File: src/rtl/cbfp_min_fin_seq.sv
// rtl/cbfp_min_fin_seq.sv - CBFP min-finish sequencer: per-group strobe, block done, stall/abort/re-arm
module cbfp_min_fin_seq #(
  parameter int GROUP_LEN  = 4,
  parameter int NUM_GROUPS = 8,
  localparam int GRP_W  = (NUM_GROUPS > 1) ? $clog2(NUM_GROUPS) : 1,
  localparam int BEAT_W = (GROUP_LEN > 1) ? $clog2(GROUP_LEN) : 1
) (
  input  logic             clk,
  input  logic             rstn,
  input  logic             start,
  input  logic             valid_in,
  input  logic             abort,
  output logic             min_fin_en,
  output logic [GRP_W-1:0] grp_idx,
  output logic             busy,
  output logic             done,
  output logic             start_err
);

  typedef enum logic {
    IDLE = 1'b0,
    RUN  = 1'b1
  } state_t;

  localparam logic [BEAT_W-1:0] BEAT_LAST = BEAT_W'(GROUP_LEN - 1);
  localparam logic [GRP_W-1:0]  GRP_LAST  = GRP_W'(NUM_GROUPS - 1);

  state_t            state_q, state_d;
  logic [BEAT_W-1:0] beat_cnt_q, beat_cnt_d;
  logic [GRP_W-1:0]  grp_cnt_q, grp_cnt_d;

  logic              min_fin_en_q, min_fin_en_d;
  logic [GRP_W-1:0]  grp_idx_q, grp_idx_d;
  logic              busy_q, busy_d;
  logic              done_q, done_d;
  logic              start_err_q, start_err_d;

  logic              run_beat;
  logic              beat_last;
  logic              grp_last;
  logic              grp_end;
  logic              blk_end;
  logic              rearm;

  // Event decode: a counted beat, the group-closing beat, the block-closing beat and a legal re-arm
  always_comb begin
    run_beat  = (state_q == RUN) && valid_in;
    beat_last = (beat_cnt_q == BEAT_LAST);
    grp_last  = (grp_cnt_q == GRP_LAST);
    grp_end   = run_beat && beat_last;
    blk_end   = grp_end && grp_last;
    rearm     = blk_end && start;
  end

  // State, counters and registered outputs; asynchronous reset drops any pending strobe
  always_ff @(posedge clk or negedge rstn) begin
    if (!rstn) begin
      state_q      <= IDLE;
      beat_cnt_q   <= '0;
      grp_cnt_q    <= '0;
      min_fin_en_q <= 1'b0;
      grp_idx_q    <= '0;
      busy_q       <= 1'b0;
      done_q       <= 1'b0;
      start_err_q  <= 1'b0;
    end else begin
      state_q      <= state_d;
      beat_cnt_q   <= beat_cnt_d;
      grp_cnt_q    <= grp_cnt_d;
      min_fin_en_q <= min_fin_en_d;
      grp_idx_q    <= grp_idx_d;
      busy_q       <= busy_d;
      done_q       <= done_d;
      start_err_q  <= start_err_d;
    end
  end

  // Next state and counters; abort wins over start and over a group end in the same cycle
  always_comb begin
    state_d    = state_q;
    beat_cnt_d = beat_cnt_q;
    grp_cnt_d  = grp_cnt_q;
    if (abort) begin
      state_d    = IDLE;
      beat_cnt_d = '0;
      grp_cnt_d  = '0;
    end else begin
      case (state_q)
        IDLE: begin
          if (start) begin
            state_d    = RUN;
            beat_cnt_d = '0;
            grp_cnt_d  = '0;
          end
        end
        RUN: begin
          if (valid_in) begin
            if (beat_last) begin
              beat_cnt_d = '0;
              if (grp_last) begin
                grp_cnt_d = '0;
                // a start on the block-closing beat keeps the sequencer running with fresh counters
                state_d   = start ? RUN : IDLE;
              end else begin
                grp_cnt_d = grp_cnt_q + GRP_W'(1);
              end
            end else begin
              beat_cnt_d = beat_cnt_q + BEAT_W'(1);
            end
          end
        end
        default: begin
          state_d    = IDLE;
          beat_cnt_d = '0;
          grp_cnt_d  = '0;
        end
      endcase
    end
  end

  // Output next values; strobes are one-cycle, grp_idx only updates on a group end
  always_comb begin
    min_fin_en_d = 1'b0;
    done_d       = 1'b0;
    start_err_d  = 1'b0;
    grp_idx_d    = grp_idx_q;
    busy_d       = (state_d == RUN);
    if (!abort) begin
      min_fin_en_d = grp_end;
      done_d       = blk_end;
      start_err_d  = (state_q == RUN) && start && !rearm;
      if (grp_end) begin
        grp_idx_d = grp_cnt_q;
      end
    end
  end

  assign min_fin_en = min_fin_en_q;
  assign grp_idx    = grp_idx_q;
  assign busy       = busy_q;
  assign done       = done_q;
  assign start_err  = start_err_q;

endmodule
File: config.mk
export PLATFORM = sky130hd
export DESIGN_NAME = cbfp_min_fin_seq
export DESIGN_NICKNAME = d
export VERILOG_FILES = /design/src/rtl/cbfp_min_fin_seq.sv
export SDC_FILE = /design/constraint.sdc
export NUM_CORES = 1
export LEC_CHECK = 0
export CAP_MARGIN = 30
export CELL_PAD_IN_SITES_DETAIL_PLACEMENT = 0
export CELL_PAD_IN_SITES_GLOBAL_PLACEMENT = 2
export CORE_MARGIN = 2
export CORE_UTILIZATION = 32
export CTS_CLUSTER_SIZE = 40
export DETAILED_ROUTE_END_ITERATION = 12
export GPL_ROUTABILITY_DRIVEN = 0
export GPL_TIMING_DRIVEN = 0
export PLACE_DENSITY_LB_ADDON = 0.1
export SYNTH_ARGS = -nofsm -noshare
export SYNTH_HDL_FRONTEND = slang
export SYNTH_SLANG_ARGS = --single-unit
File: constraint.sdc
create_clock -name clk -period 4.3 [get_ports clk]
set_input_delay 0.86 -clock clk [delete_from_list [all_inputs] [get_ports clk]]
set_output_delay 0.86 -clock clk [all_outputs]
set_load 0.03 [all_outputs]
* After elaboration in Yosys (flattened, before gate mapping)
Cells that the tools add are included.
Storage, ports and cells: register bits 12, input port bits 5, output and inout port bits 7, logic and storage cells 46
Operators by class: $add $sub $neg 2, eq/ne operators 5, mux-type cells 20, bitwise operators 2, reductions and logical operators 10
Operator list (number):
- two-way mux 3 bit | 5
- two-way mux 1 bit | 8
- two-way mux 2 bit | 4
- logical AND 1 bit | 6
- inequality test 3 bit (second input constant) | 2
- case mux 3 bit (2 select lines) | 1
- case mux 2 bit (2 select lines) | 1
- AND reduction 2 bit | 2
- adder 3 x 1 -> 3 bit (second input constant) | 1
- == test 3 bit (second input constant) | 1
- inequality test 3 x 2 -> 1 bit (second input constant) | 1
- AND reduction 3 bit | 1
- adder 2 x 1 -> 2 bit (second input constant) | 1
- == test 2 bit (second input constant) | 1
- inverter 1 bit | 2
- case mux 1 bit (2 select lines) | 1
- logical NOT 1 bit | 1

* Logic depth before layout (Yosys ltp)
depth after elaboration 7, depth in mapped cells 5, mapped depth without buffers 5

* Least setup slack after synthesis
No wires, ideal clock.
path type input -> register, start input port valid_in, end register grp_cnt_q[0], setup time 0.082 ns, arrival 1.653 ns, data required time 4.218 ns, path slack 2.565 ns, stages on the path 4, buffers on the path 1, cells stage by stage buf_4 nand2_1 or4b_1 a31oi_1
Between the ends: cells in the longest elaborated chain, start to end 2
RTL lines:
- start, declared | line 11 | input logic valid_in,
- inequality test 3 bit (no source line)
- AND reduction 3 bit (no source line)
- end signal, assigned | line 69 | grp_cnt_q <= grp_cnt_d;
- end, declared | line 30 | logic [GRP_W-1:0] grp_cnt_q, grp_cnt_d;
Every way passes these cells. A chain may end at the register's enable or synchronous reset.

* Final worst setup path
start register busy_q (netlist: busy), end output port busy
RTL lines:
- start, declared | line 34 | logic busy_q, busy_d;
- start signal, assigned | line 72 | busy_q <= busy_d;
- end, declared | line 15 | output logic busy,
No word-level cell between the ends.

==> reports/metrics.yaml <==
status:
  status: "complete, no violations"
timing:
  setup-tns-final_ns: 0
  fin_crit_sh_pct: 51.1
  tightest_slew_ns: 0.533
  hold_violations: 0
  setup_viol: 0
  max_freq_ghz: 0.455
  slew_headroom_pct: 64.4
  whs_ns: 0.497
  fin_worst_skew_ns: 0.000345
  rsz0062_at_grt: "false"
  min_period_ns: 2.20
  finalMaxSlewViolations: 0
critical_path:
  cp-start-kind: "flip-flop"
  worstPathRequired_ns: 3.44
  slowest_delay_ns: 0.68
  end_kind: "primary output"
  critical_path.top_delay_family: "buffers and inverters"
  crit_chain: "clkdlybuf4s50_1"
  reg2reg_slack_ns: 2.68
  cp.arrival_ns: 1.34
  slowest_stage: "clkdlybuf4s50_1"
  worstSetupPathType: "reg2out"
  path_buf_inv: 1
  worstPathMaxFanout: 4
yosys:
  yosysUniqueCellTypes: 23
  syn_inst: 50
  synth.avg_cell_area_um2: 11.2
  yosys_warnings: 0
  synth_simple_gate_area_share_pct: 21.7
  synth_top_family_by_area: "simple AND/OR/NAND/NOR gates"
  synth_mux_area_share_pct: 8.04
  synth_compound_area_share_pct: 7.14
  synth_seq_cells: 12
  synthAdderAreaFrac_pct: 6.70
  yosys.area_share.xor_xnor_pct: 0
  synthesis.nets: 58
  syn_area_um2: 561
  seq_area_frac_synth_pct: 53.6
detailed_routing:
  drc_errors: 0
  first_pass_iters: 2
  wl_per_cell_um: 12.8
  routed_wl_mm: 1.03
  vias_per_cell: 5.33
  vias: 432
  drt_iter0_drc: 1
  detail-route-antenna-nets: 0
clock_tree:
  clockBufferDepth: 2
  insertion_delay_ns: 0.27
  cts_tree: "built"
  hold_buffers: 0
  post_cts.repair.setup_buffers: 0
  clkTransAtPathRegs_ns: 0.08
  cts_buffers: 3
  cts-root-buf: "clkbuf_4"
  cts.repair.resized: 0
  h-tree-depth: 1
  cts_sinks: 12
floorplan:
  rows: 15
  die_area_um2: 2100
  die_h_um: 45.9
  io_pins: 12
  initial_core_util_pct: 33.2
  coreArea_um2: 1690
  die_w_um: 45.9
global_routing:
  grt_start_max_net_pins: 13
  grt_pass1_wl_mm: 1.68
  gr-usage-all-layers_pct: 11.8
  grt-ovfl-total: 0
  antenna_found_initial: 0
  grt_pass1_vias: 375
job:
  maxCapViolCount: 0
worst_hold_path:
  hold_class: "reg2reg"
cells_and_area:
  syn2layout_area_growth_pct: 28.1
  final_cell_mix: "dfrtp_1, clkdlybuf4s50_1, nand3_1, nand2_1"
  finalNonFillerCells: 81
  final_common_cell: "dfrtp_1"
  fin_util_pct: 42.5
  n_antenna_cell: 0
  nets: 73
  final_layout_size_suffix_gt1_share_pct: 12.5
placement:
  port_buffers: 10
  place_inst: 77
  dp_hpwl_um: 764
pwr:
  powerDensity_nw_per_um2: 313
  irDropWorstVdd_mv: 0.140
  p_leak_nw: 0.336
-- metrics by stage --
stage | power [mW] | instance area (um2) | setup slack (ns)
6_report | 0.225 | 718 | 2.10
5_1_grt | 0.236 | 718 | 2.03
4_1_cts | 0.228 | 718 | 2.09
3_5_place_dp | 0.137 | 682 | 1.99
3_3_place_gp | 0.137 | 682 | 1.98
2_1_floorplan | 0.127 | 561 | 2.57
-- where the power goes --
group / internal, mW / leakage (nW) / switching (mW)
logic: 0.00782 / 0.150 / 0.0107
registers: 0.114 / 0.165 / 0.00112
clock network: 0.0515 / 0.0210 / 0.0394
-- cells by family (layout without fill, tap and decap cells) --
| logic type | count (synthesis) | in the layout |
|---|---|---|
| and+or+nand+nor | 21 | 21 |
| DFF | 12 | 12 |
| AOI/OAI and AO/OA | 7 | 7 |
| muxes | 4 | 4 |
| adders and majority gates | 3 | 3 |
| buffers and inverters | 3 | 17 |
-- final timing paths --
kind | start | cells after the start | end
setup / recovery | busy$_DFF_PN0_ | 1 | busy
hold / removal | grp_idx[2]$_DFFE_PN0P_ | 1 | grp_idx[2]$_DFFE_PN0P_
setup reg to reg | grp_cnt_q[0]$_DFFE_PN0P_ | 4 | grp_cnt_q[0]$_DFFE_PN0P_
hold reg to reg | grp_idx[2]$_DFFE_PN0P_ | 1 | grp_idx[2]$_DFFE_PN0P_
max in group asynchronous | rstn | 1 | beat_cnt_q[0]$_DFFE_PN0P_
min in group asynchronous | rstn | 1 | grp_idx[0]$_DFFE_PN0P_
-- cell type report --
cell class	instances	area [um2]
Fill cell	170	971
Sequential cell	12	300
Multi-Input combinational cell	35	244
Timing Repair Buffer	10	100
Clock buffer	4	36.3
Tap cell	17	21.3
Buffer	2	12.5
Inverter	1	3.75
-- synthesized netlist by cell type --
cell	count	area share, %
a21oi_1	3	2.7
a22oi_1	1	1.3
a31oi_1	2	2.2
and2_1	1	1.1
and4b_1	1	1.8
buf_2	1	0.89
buf_4	1	1.3
dfrtp_1	12	54
ha_1	3	6.7
inv_1	1	0.67
mux2_1	2	4.0
mux2_2	2	4.0
nand2_1	4	2.7
nand2b_1	1	1.1
nand3_1	5	4.5
nand4_1	1	1.1
nand4b_1	1	1.6
nor2_1	3	2.0
nor2b_1	1	1.1
nor3b_1	1	1.3
o21ai_0	1	0.89
or3b_1	1	1.6
or4b_1	1	1.8
-- flip-flops by register name (all words and copies together) (netlist names) --
signal	count
start_err	1
min_fin_en	1
grp_idx	3
done	1
busy	1
beat_cnt_q	2
grp_cnt_q	3
-- per-layer routing --
| layer | track usage, % | vias to the layer above | part of all wire (%) |
|---|---|---|---|
| met5 | 0 | - | 0 |
| met4 | 6.86 | 0 | 2.2 |
| met3 | 3.57 | 3 | 4.2 |
| met2 | 16.9 | 12 | 50 |
| met1 | 15.4 | 207 | 43 |
| li1 | - | 210 | - |
No activity file was read; power rests on OpenSTA's default activity.
